File: src/rtl/pc_gen.sv
// Fetch-address generator for the IF stage: holds the fetch PC, applies flush/branch redirects.
// Latency: pc, pc_valid, redir_pend registered (1 cycle); req and adel combinational from state + stall.
// Backpressure: stall or a refused request (req_ok=0) holds pc; a taken branch arriving then is parked.
module pc_gen #(
   parameter int          WIDTH    = 32,
   parameter logic [31:0] RESET_PC = 32'hbfc00000,
   parameter int          STEP     = 4
) (
   input  logic             clk,
   input  logic             rst,
   input  logic             stall,
   input  logic             flush,
   input  logic [WIDTH-1:0] flush_pc,
   input  logic             br_taken,
   input  logic [WIDTH-1:0] br_target,
   input  logic             req_ok,
   output logic [WIDTH-1:0] pc,
   output logic             req,
   output logic             pc_valid,
   output logic             adel,
   output logic             redir_pend
);

   // State encoding is {pc_valid, redir_pend}, so the outputs fall straight out of it.
   localparam logic [1:0] ST_RESET = 2'b00;
   localparam logic [1:0] ST_RUN   = 2'b10;
   localparam logic [1:0] ST_PEND  = 2'b11;

   localparam logic [WIDTH-1:0] RST_PC_W = WIDTH'(RESET_PC);
   localparam logic [WIDTH-1:0] STEP_W   = WIDTH'(STEP);

   logic [1:0]       state_q;
   logic [1:0]       state_d;
   logic [WIDTH-1:0] pc_q;
   logic [WIDTH-1:0] pc_d;
   logic [WIDTH-1:0] pend_target_q;
   logic [WIDTH-1:0] pend_target_d;
   logic             adv;

   assign pc_valid   = state_q[1];
   assign redir_pend = state_q[1] & state_q[0];
   assign pc         = pc_q;

   // Request is offered whenever the PC is fetchable and the pipe is not stalled;
   // req_ok only matters while req is high.
   assign req = pc_valid & ~stall;
   assign adv = req & req_ok;

   // Misaligned fetch is only flagged; the exception unit decides to flush.
   assign adel = pc_valid & (pc_q[1:0] != 2'b00);

   // Next-state selection: first matching redirect source wins.
   always_comb begin
      state_d       = state_q;
      pc_d          = pc_q;
      pend_target_d = pend_target_q;
      case (state_q)
         ST_RESET: begin
            // One idle cycle after reset to make the boot PC fetchable; inputs ignored.
            state_d = ST_RUN;
         end
         ST_RUN, ST_PEND: begin
            if (flush) begin
               // Exception/ERET redirect discards any parked branch, even while stalled.
               pc_d    = flush_pc;
               state_d = ST_RUN;
            end else if (br_taken && adv) begin
               // A fresh branch supersedes an older parked one.
               pc_d    = br_target;
               state_d = ST_RUN;
            end else if (br_taken) begin
               // Cannot advance: park the newest target until the request is accepted.
               pend_target_d = br_target;
               state_d       = ST_PEND;
            end else if ((state_q == ST_PEND) && adv) begin
               pc_d    = pend_target_q;
               state_d = ST_RUN;
            end else if (adv) begin
               // Wraps modulo 2^WIDTH with no indication.
               pc_d = pc_q + STEP_W;
            end
         end
         default: begin
            // Unreachable encoding; recover to a fetchable state at the current PC.
            state_d = ST_RUN;
         end
      endcase
   end

   // State registers with synchronous active-high reset.
   always_ff @(posedge clk) begin
      if (rst) begin
         state_q       <= ST_RESET;
         pc_q          <= RST_PC_W;
         pend_target_q <= '0;
      end else begin
         state_q       <= state_d;
         pc_q          <= pc_d;
         pend_target_q <= pend_target_d;
      end
   end

endmodule

File: config.mk
export PLATFORM = sky130hd
export DESIGN_NAME = pc_gen
export DESIGN_NICKNAME = d
export VERILOG_FILES = /design/src/rtl/pc_gen.sv
export SDC_FILE = /design/constraint.sdc
export NUM_CORES = 1
export LEC_CHECK = 0
export BUFFER_PORTS_ARGS = -buffer_cell sky130_fd_sc_hd__clkbuf_2
export CORE_MARGIN = 2
export CORE_UTILIZATION = 30
export CTS_CLUSTER_DIAMETER = 200
export DETAILED_ROUTE_END_ITERATION = 6
export SLEW_MARGIN = 20
export SYNTH_ARGS = -nofsm -noshare
export SYNTH_HDL_FRONTEND = slang
export SYNTH_SLANG_ARGS = --single-unit
export TNS_END_PERCENT = 10
File: constraint.sdc
create_clock -name clk -period 2.4 [get_ports clk]
set_input_delay 0.12 -clock clk [delete_from_list [all_inputs] [get_ports clk]]
set_output_delay 0.12 -clock clk [all_outputs]
set_load 0.05 [all_outputs]
==> impl_results.md, run 1 <==
- Worst hold-check path type: in -> reg
- Fraction of power consumed by sequential logic: 37.9%
- Overall global routing resource usage: 22.20%
- Switching fraction of total power: 30.98%
- Mapped Nets: 624
- Number of synthesis warnings: 0
- PnR worst setup slack: 0.3403 ns
- Final GP Congestion: 0.9687
- Share of cells above drive strength 1: 24.50%
- Worst supply voltage drop on vdd: 0.2925 mV
- Normalized max-slew margin: 52.07%
- Type of the setup path with the least slack: reg -> reg
- Share of async-settable or async-resettable flops after synthesis: 0%
- Synthesis-to-finish area growth: 26.26%
- Dominant combinational cell family by area after synthesis: compound AO/OA/AOI/OAI gates
- Most frequent cells in the layout: nand2_1, clkbuf_2, dfxtp_1, a21oi_1, o21ai_0
- #FFs+latches synth: 66
- ANT cells: 0
- Startpoint type of the worst setup path: flip-flop
- Number of antenna violations at the first check in global routing: 0
- Cell breakdown of the critical path: and4_1 > nand3_2 > or4_1 > a31o_1 > a21oi_1
- Area of the core region: 13240 um^2
- Number of nets in the layout: 719
- Count of flip-flops with a built-in enable after synthesis: 0
- Effective utilization at floorplan: 30.84%
- Post-Place Worst Slack: 0.3710 ns
- Net Switching: 996.4 uW
- DRC violation count after routing: 0
- Floorplan die height: 120.7 um
- Per-cell routed wire length: 19.60 um
- Remaining number of nets flagged by the antenna check after routing: 0
- Number of maximum-capacitance constraint violations: 0
- Cell with the largest stage delay on the worst path: dfxtp_1
- Main synth FF type: dfxtp_1
- Global-route wire length before repair: 24880 um
- Vias in the first global route: 4347
- Internal cell power: 2220 uW
- Port bufs: 105
- Number of design-rule violations left by the first detailed-router iteration: 567
- Root buffer cell: clkbuf_16
- Setup bufs post-CTS: 0
- Outcome: finished, final reports clean
- Worst-path clk slew: 0.06 ns
- Synth Area in XOR/XNOR: 1.716%
- Placement Rows: 42
- # resized after CTS: 0
- H-Tree Depth: 3
- Basic-gate share of the synthesized area counting and, or, nand and nor cells: 29.60%
- Via count: 4821
- Clock Tree Buf Depth: 2
- Number of buffers created by CTS: 9
- Most frequent standard cell in the layout excluding fill and tap cells: nand2_1
- Fin Clk Skew: 0.005729 ns
- Post-synthesis mux area share: 0.2451%
- Pin count of the biggest net entering global routing: 29
- Sum of negative setup slack: 0 ns
- Final Setup Violations: 0
- Largest stage delay on the critical path: 0.48 ns
- Crit path arrival time: 2.32 ns
- Adder and majority gate portion of the synthesized area: 0.3064%
- Overall overflow remaining after global route: 0
- Minimum period implied by the final worst setup slack: 2.060 ns
- Netlist Area Pre-Place: 4084 um^2
- TritonCTS clock tree: yes
- Crit path max fanout: 8
- Unique masters post-synth: 75
- HPWL after DPL: 12100 um
- Top achievable clock speed: 0.4855 GHz
- Number of slew-limit violations in the final report: 0
- Hold Violations, Final: 0
- RSZ-0062 raised after global routing: false
- Avg Synthesized Cell Area: 7.385 um^2
- Leakage: 0.001992 uW
- Worst Path Required: 2.66 ns
- Number of detailed-route iterations in the first pass: 5
- # IOs: 106
- Latest clock arrival within the worst-skew pair: 0.34 ns
- Gate count after technology mapping: 553
- Count of hold buffers inserted by post-cts repair: 0
- Sink count of the clock tree: 66
- Transition time at the pin with the least slew margin: 0.7162 ns
- Detail-routed via count per cell: 5.815
- Compound-Gate Fraction of Synth Area: 30.06%
- Fraction of power consumed by combinational cells: 19.6%
- Share of the cycle needed by the critical path after routing: 85.82%
- Total wirelength of the detailed-routed design: 16250 um
- Element type at the critical path end: flip-flop
- Pwr dens: 623.7 nW/um^2
- Die X-Extent: 120.7 um
- Total die area: 14560 um^2
- Sequential share of the synthesized area: 32.35%
- Proportion of power drawn by the clock network: 42.6%
==> worst paths after layout <==
path	start	endpoint	slack, ns	depth (start not counted)
hold / removal	br_target[0]	pend_target_q[0]$_SDFFE_PP0P_	0.02	3
setup / recovery	pc[9]$_SDFFE_PP0P_	pc[19]$_SDFFE_PP0P_	0.34	5
hold reg to reg	pend_target_q[14]$_SDFFE_PP0P_	pend_target_q[14]$_SDFFE_PP0P_	0.45	2
setup reg to reg	pc[9]$_SDFFE_PP0P_	pc[19]$_SDFFE_PP0P_	0.34	5
==> logic make-up (layout without fill, tap and decap cells) <==
logic type      after synthesis  after routing
compound gates              179            179
xor+xnor                      8              8
fa+ha+maj                     1              1
buf+inv                      55            155
flops                        66             66
mux                           1              1
simple gates                243            243
==> cells in the mapped netlist, drive strengths merged (7+ instances only) <==
| master | count | share of area, % |
|---|---|---|
| a21oi | 50 | 6.1 |
| a221o | 8 | 2.0 |
| a221oi | 7 | 1.7 |
| a31oi | 7 | 1.4 |
| buf | 15 | 2.0 |
| clkbuf | 33 | 3.1 |
| dfxtp | 66 | 32 |
| inv | 7 | 0.64 |
| nand2 | 108 | 10 |
| nand2b | 9 | 1.4 |
| nand3 | 26 | 3.3 |
| nand4 | 12 | 2.4 |
| nor2 | 26 | 2.4 |
| nor2b | 7 | 1.1 |
| nor3 | 15 | 1.8 |
| nor4 | 8 | 1.2 |
| o211ai | 14 | 2.6 |
| o21ai | 35 | 4.3 |
| o31ai | 7 | 1.3 |
| or3 | 7 | 1.1 |
==> state kept, by name, indices dropped and copies added (netlist names) <==
name,cells
pc,32
state_q,2
pend_target_q,32
==> through the flow <==
step	instance area [um^2]	power, uW	util (%)	hold WS [ns]	instances
2_1_floorplan	4084	1622	-	0.2560	553
3_3_place_gp	4850	1858	36.62	0.3609	813
3_5_place_dp	4850	1861	36.62	0.3677	813
4_1_cts	5156	3213	38.94	0.01863	829
5_1_grt	5156	3332	38.94	0.02477	829
6_report	5156	3216	38.94	0.02109	829
==> power by group through the flow <==
stage | Combinational [uW] | Sequential (uW) | Clock (uW)
after floorplan | 277 | 1340 | 0
after global placement | 621 | 1240 | 0
after detailed placement | 622 | 1240 | 0
after CTS | 624 | 1210 | 1370
after global routing | 675 | 1220 | 1430
final | 630 | 1220 | 1370
==> per-layer routing <==
metal | track usage (%) | vias to the layer above | routed length [um]
met3 | 4.057 | 30 | 1390
met1 | 31.52 | 2283 | 7293
met4 | 7.849 | 0 | 371
li1 | - | 2258 | -
met5 | 0 | - | 0
met2 | 33.55 | 250 | 7190
==> worst max-delay path, delay by kind of cell (launching register included) <==
kind | cells | cell delay [ns]
AOI/OAI and AO/OA | 2 | 0.36
DFF | 1 | 0.48
and+or+nand+nor | 3 | 1.15
==> area by class of cell <==
cell class / instances / area, um^2
clock inverters: 4 / 50.05
inverters: 7 / 26.28
fillers: 1392 / 8087
clock buffers: 12 / 256.5
flip-flops and latches: 66 / 1321
repair buffers: 132 / 753.2
multi-input cells: 432 / 2529
well taps: 176 / 220.2
No activity file was read; power rests on OpenSTA's default activity.
==> inputs of run 2 (changes only) <==
--- a/config.mk
+++ b/config.mk
@@ -8,6 +8,7 @@
 export BUFFER_PORTS_ARGS = -buffer_cell sky130_fd_sc_hd__clkbuf_2
 export CORE_MARGIN = 2
 export CORE_UTILIZATION = 30
+export CTS_BUF_LIST = sky130_fd_sc_hd__clkbuf_4 sky130_fd_sc_hd__clkbuf_8
 export CTS_CLUSTER_DIAMETER = 200
 export DETAILED_ROUTE_END_ITERATION = 6
 export SLEW_MARGIN = 20
==> run 2 against run 1 <==
The run now ends with negative hold slack left. Critical path depth is the same. Sequential share of layout area down 0.64 points. Power shrank 10%. Clock skew grew 0.0021 ns. Sequential cell count did not move. Via count up 1.4%. Count of clock-buffer cells in the layout unchanged. Final cell count grew 2.8%. Fmax decreased by 0.38%. Largest power group is now sequential cells.
==> impl_results.md, run 2 (synthesis gave the netlist of run 1 again) <==
- Outcome: complete, but fails checks
- Violations in the final reports: negative hold slack
- Clock Tree Buf Depth: 2
- Crit path max fanout: 8
- Final Setup Violations: 0
- Crit path launch: pc[4]$_SDFFE_PP0P_
- Minimum period implied by the final worst setup slack: 2.068 ns
- TritonCTS clock tree: yes
- HPWL after DPL: 12100 um
- Transition time at the pin with the least slew margin: 0.6860 ns
- Port bufs: 105
- Per-cell routed wire length: 19.16 um
- Placement Rows: 42
- RSZ-0062 raised after global routing: false
- Pwr dens: 547.0 nW/um^2
- Switching fraction of total power: 33.32%
- Number of nets in the layout: 742
- Launching point of the worst reg2reg path: pc[4]$_SDFFE_PP0P_
- Type of the setup path with the least slack: reg -> reg
- Normalized max-slew margin: 54.09%
- Setup bufs post-CTS: 0
- Total die area: 14560 um^2
- Multi-input gate area in the final layout: 2529 um^2
- Register Area: 1321 um^2
- Die X-Extent: 120.7 um
- Remaining number of nets flagged by the antenna check after routing: 0
- Most frequent standard cell in the layout excluding fill and tap cells: nand2_1
- Crit path arrival time: 2.37 ns
- Vias in the first global route: 4404
- Worst hold-check path type: in -> reg
- Global-route wire length before repair: 25040 um
- Leakage: 0.002046 uW
- Hold Violations, Final: 1
- Area of the core region: 13240 um^2
- Sink count of the clock tree: 66
- Fraction of power consumed by combinational cells: 22.7%
- Worst supply voltage drop on vdd: 0.1918 mV
- Share of cells above drive strength 1: 23.82%
- Worst-path clk slew: 0.08 ns
- Overall global routing resource usage: 22.43%
- Via count: 4890
- Design Power: 2893 uW
- Fin Clk Skew: 0.007780 ns
- Share of the cycle needed by the critical path after routing: 86.15%
- Number of fillers in the final layout: 1394
- Worst Reg-to-Reg Cells: 5
- Number of detailed-route iterations in the first pass: 5
- Floorplan die height: 120.7 um
- Top achievable clock speed: 0.4837 GHz
- Element type at the critical path end: flip-flop
- DRC violation count after routing: 0
- Number of slew-limit violations in the final report: 0
- Net Switching: 963.9 uW
- Synthesis-to-finish area growth: 29.50%
- Root buffer cell: clkbuf_8
- Number of buffers created by CTS: 9
- Final GP Congestion: 0.9687
- Effective utilization at floorplan: 30.84%
- Total wirelength of the detailed-routed design: 16330 um
- Internal cell power: 1929 uW
- # IOs: 106
- Number of design-rule violations left by the first detailed-router iteration: 509
- Final-layout worst hold slack: -0.001403 ns
- Fraction of power consumed by sequential logic: 42.0%
- H-Tree Depth: 3
- Pin count of the biggest net entering global routing: 29
- Proportion of power drawn by the clock network: 35.2%
- Sum of negative setup slack: 0 ns
- Number of antenna violations at the first check in global routing: 0
- Worst Path Required: 2.70 ns
- Most frequent cells in the layout: nand2_1, clkbuf_2, dfxtp_1, a21oi_1, o21ai_0
- Startpoint type of the worst setup path: flip-flop
- Number of maximum-capacitance constraint violations: 0
- Capturing point of the worst reg2reg path: pc[19]$_SDFFE_PP0P_
- Register-to-register path setup slack: 0.33 ns
- Detail-routed via count per cell: 5.739
- Latest clock arrival within the worst-skew pair: 0.37 ns
- Worst Hold Launch: br_target[31]
- Critical path capture point: pc[19]$_SDFFE_PP0P_
- Overall overflow remaining after global route: 0
- ANT cells: 0
==> run 2: through the flow <==
step | utilization, % | cells | setup slack [ns] | cell area (um^2)
after floorplan | - | 553 | 0.2492 | 4084
after global placement | 36.62 | 813 | 0.3982 | 4850
after detailed placement | 36.62 | 813 | 0.3710 | 4850
after CTS | 39.94 | 852 | 0.3434 | 5289
after global routing | 39.94 | 852 | 0.1945 | 5289
final | 39.94 | 852 | 0.3325 | 5289
==> run 2: worst min-delay path by stage <==
stage / to / slack [ns] / cells past startpoint
after CTS: pend_target_q[31]$_SDFFE_PP0P_ / 0.003 / 3
after detailed placement: pend_target_q[12]$_SDFFE_PP0P_ / 0.37 / 3
after global routing: pend_target_q[22]$_SDFFE_PP0P_ / 0.01 / 3
final: pend_target_q[31]$_SDFFE_PP0P_ / -0.001 / 3
after global placement: pend_target_q[10]$_SDFFE_PP0P_ / 0.36 / 3
after floorplan: pend_target_q[19]$_SDFFE_PP0P_ / 0.26 / 2
==> run 2: final cells by class <==
type	instances	area share, %
inverter	7	0.4968
clock inverter	4	0.9463
timing repair buffer	155	18.59
sequential	66	24.98
multi-input combinational	432	47.81
tap	176	4.164
clock buffer	12	3.004
==> run 2: layer usage <==
metal	GRT usage [%]	wire [um]
met5	0	0
met4	8.866	427
met3	4.481	1406
met2	33.44	7083
met1	31.59	7408
==> run 2: repair_timing <==
item | 4_1_cts | 5_1_grt
endpoints found under the hold margin | 23 | 0
gates resized for setup | 0 | 0
setup endpoints to repair | 0 | 0
hold buffers | 23 | 0
==> run 2: power by group through the flow <==
stage	Clock (uW)	Combinational, uW	Sequential [uW]
after floorplan	0	277	1340
after global placement	0	621	1240
after detailed placement	0	622	1240
after CTS	1030	653	1210
after global routing	1080	707	1220
final	1020	658	1220
==> run 2: critical path: stages (launching register included) <==
cell and delay [ns]:
dfxtp_1 0.47, and4_1 0.47, nand2_2 0.19, or4_1 0.51, a31o_1 0.22, a21oi_1 0.13
==> inputs of run 3 (changes only) <==
--- a/config.mk
+++ b/config.mk
@@ -6,11 +6,15 @@
 export NUM_CORES = 1
 export LEC_CHECK = 0
 export BUFFER_PORTS_ARGS = -buffer_cell sky130_fd_sc_hd__clkbuf_2
+export CAP_MARGIN = 20
+export CELL_PAD_IN_SITES_DETAIL_PLACEMENT = 0
+export CELL_PAD_IN_SITES_GLOBAL_PLACEMENT = 2
 export CORE_MARGIN = 2
 export CORE_UTILIZATION = 30
 export CTS_BUF_LIST = sky130_fd_sc_hd__clkbuf_4 sky130_fd_sc_hd__clkbuf_8
 export CTS_CLUSTER_DIAMETER = 200
 export DETAILED_ROUTE_END_ITERATION = 6
+export PLACE_DENSITY_LB_ADDON = 0.1
 export SLEW_MARGIN = 20
 export SYNTH_ARGS = -nofsm -noshare
 export SYNTH_HDL_FRONTEND = slang
==> run 3 against run 2 <==
The run now ends clean. Final cell count rose by 1.1%. Critical path depth did not move. Clock power rose by 11%. Via count fell by 1.9%. Sequential cell count did not move. Sequential share of layout area fell by 0.47 points. Fmax fell by 0.71%. Setup slack got worse by 0.015 ns. Count of clock-buffer cells in the layout rose by 2.
==> impl_results.md, run 3 (synthesis gave the netlist of run 1 again) <==
- Outcome: finished, final reports clean
- Number of design-rule violations left by the first detailed-router iteration: 362
- Remaining number of nets flagged by the antenna check after routing: 0
- Final Setup Violations: 0
- Most frequent standard cell in the layout excluding fill and tap cells: nand2_1
- Sum of negative setup slack: 0 ns
- Leakage: 0.002102 uW
- Number of buffers created by CTS: 9
- Fin Clk Skew: 0.01096 ns
- Number of cells on the worst hold path: 3
- Met2 GRT Util: 35.56%
- Overall overflow remaining after global route: 0
- Number of antenna violations at the first check in global routing: 0
- Cell breakdown of the critical path: and4_1 > nand4_2 > o31ai_1 > a21boi_1 > o32a_1
- Die X-Extent: 120.7 um
- Detail-routed via count per cell: 5.574
- Worst supply voltage drop on vdd: 0.2892 mV
- Number of fillers in the final layout: 1440
- Hold Violations, Final: 0
- Crit path arrival time: 2.33 ns
- RSZ-0062 raised after global routing: false
- Share of cells above drive strength 1: 23.94%
- Worst hold-check path type: in -> reg
- Number of slew-limit violations in the final report: 0
- Top delay family on crit path: compound AO/OA/AOI/OAI gates
- Sink count of the clock tree: 66
- Met3 Resource Use GR: 3.632%
- Transition time at the pin with the least slew margin: 0.6672 ns
- Startpoint type of the worst setup path: flip-flop
- Floorplan die height: 120.7 um
- Effective utilization at floorplan: 30.84%
- Most frequent cells in the layout: nand2_1, clkbuf_2, dfxtp_1, a21oi_1
- Cell with the largest stage delay on the worst path: and4_1
- DRC violation count after routing: 0
- Area of the core region: 13240 um^2
- Combined buffer and inverter count along the critical path: 0
- Worst Reg-to-Reg Cells: 5
- Normalized max-slew margin: 55.35%
- Share of the cycle needed by the critical path after routing: 86.76%
- HPWL after DPL: 13000 um
- Worst Hold Launch: br_target[24]
- Largest stage delay on the critical path: 0.49 ns
- Minimum period implied by the final worst setup slack: 2.082 ns
- Worst-path clk slew: 0.08 ns
- Total die area: 14560 um^2
- Launching point of the worst reg2reg path: pc[4]$_SDFFE_PP0P_
- Vias in the first global route: 4457
- Total wirelength of the detailed-routed design: 17910 um
- Busiest metal layer after global routing: met1
- Number of nets in the layout: 751
- Number of maximum-capacitance constraint violations: 0
- Worst Path Required: 2.64 ns
- Capturing point of the worst reg2reg path: pc[25]$_SDFFE_PP1P_
- GRT met1 Usage: 37.55%
- Port bufs: 105
- Placement Rows: 42
- Crit path max fanout: 8
- Number of detailed-route iterations in the first pass: 5
- Synthesis-to-finish area growth: 31.99%
- ANT cells: 0
- Latest clock arrival within the worst-skew pair: 0.36 ns
- TritonCTS clock tree: yes
- Pin count of the biggest net entering global routing: 29
- Register-to-register path setup slack: 0.32 ns
- Via count: 4799
- # IOs: 106
- Overall global routing resource usage: 24.59%
- Final GP Congestion: 0.8877
- Per-cell routed wire length: 20.80 um
- Type of the setup path with the least slack: reg -> reg
- H-Tree Depth: 3
- Fin util: 40.70%
- Clock Tree Buf Depth: 2
- # resized after CTS: 0
- Worst hold path endpoint: pend_target_q[24]$_SDFFE_PP0P_
- Pwr dens: 561.6 nW/um^2
- Element type at the critical path end: flip-flop
- Top achievable clock speed: 0.4802 GHz
- Root buffer cell: clkbuf_8
- Global-route wire length before repair: 26870 um
## run 3: changes by cell type in the layout (fill, tap and decap cells not counted), sizes merged
cell         delta
dlygate4sd3     +6
buf             +3
clkbuf          +2
clkinvlp        -2
bufinv          +1
clkinv          -1
## run 3: through the flow
step	hold slack (ns)	instances	power, uW	worst slack [ns]	instance area [um^2]
final	0.02744	861	3027	0.3177	5390
after global routing	0.03419	861	3152	0.1663	5390
after CTS	0.0003771	861	3055	0.3254	5390
after detailed placement	0.3663	816	1878	0.3446	4872
after global placement	0.3577	816	1875	0.4007	4872
after floorplan	0.2560	553	1622	0.2492	4084
## run 3: power breakdown
| group | internal (uW) | switching [uW] |
|---|---|---|
| sequential | 1150 | 70.4 |
| clock | 662 | 470 |
| combinational | 244 | 433 |
## run 3: per-layer routing
layer  share of wire (%)  vias to the layer above
met5                   0                        -
met4                 1.2                        0
met3                 5.9                       15
met2                  43                      188
met1                  50                     2287
li1                    -                     2309
## run 3: how the worst max path moves through the flow
stage	from	end	slack, ns	depth (start not counted)
2_1_floorplan	state_q[1]$_SDFFE_PP0P_	pc[15]$_SDFFE_PP0P_	0.25	6
3_3_place_gp	pc[4]$_SDFFE_PP0P_	pc[19]$_SDFFE_PP0P_	0.40	5
3_5_place_dp	pc[4]$_SDFFE_PP0P_	pc[19]$_SDFFE_PP0P_	0.34	5
4_1_cts	pc[4]$_SDFFE_PP0P_	pc[19]$_SDFFE_PP0P_	0.33	5
5_1_grt	pc[4]$_SDFFE_PP0P_	pc[25]$_SDFFE_PP1P_	0.17	5
6_report	pc[4]$_SDFFE_PP0P_	pc[25]$_SDFFE_PP1P_	0.32	5
## run 3: final cells by class
cell class	instances	area, um^2	share of cell area [%]
inverters	7	26.28	0.4875
well taps	176	220.2	4.085
multi-input cells	432	2529	46.91
clock inverters	2	60.06	1.114
flip-flops and latches	66	1321	24.51
clock buffers	14	167.7	3.110
repair buffers	164	1066	19.78
## run 3: repair_timing
| action | in CTS | in global routing |
|---|---|---|
| buffers inserted | 0 | 0 |
| endpoints found under the hold margin | 29 | 0 |
| hold buffers | 29 | 0 |
## run 3: worst min-delay path: cells and delay by family
kind / cells / cell delay, ns
AOI/OAI and AO/OA: 1 / 0.05
buffers and inverters: 1 / 0.11
and+or+nand+nor: 1 / 0.06
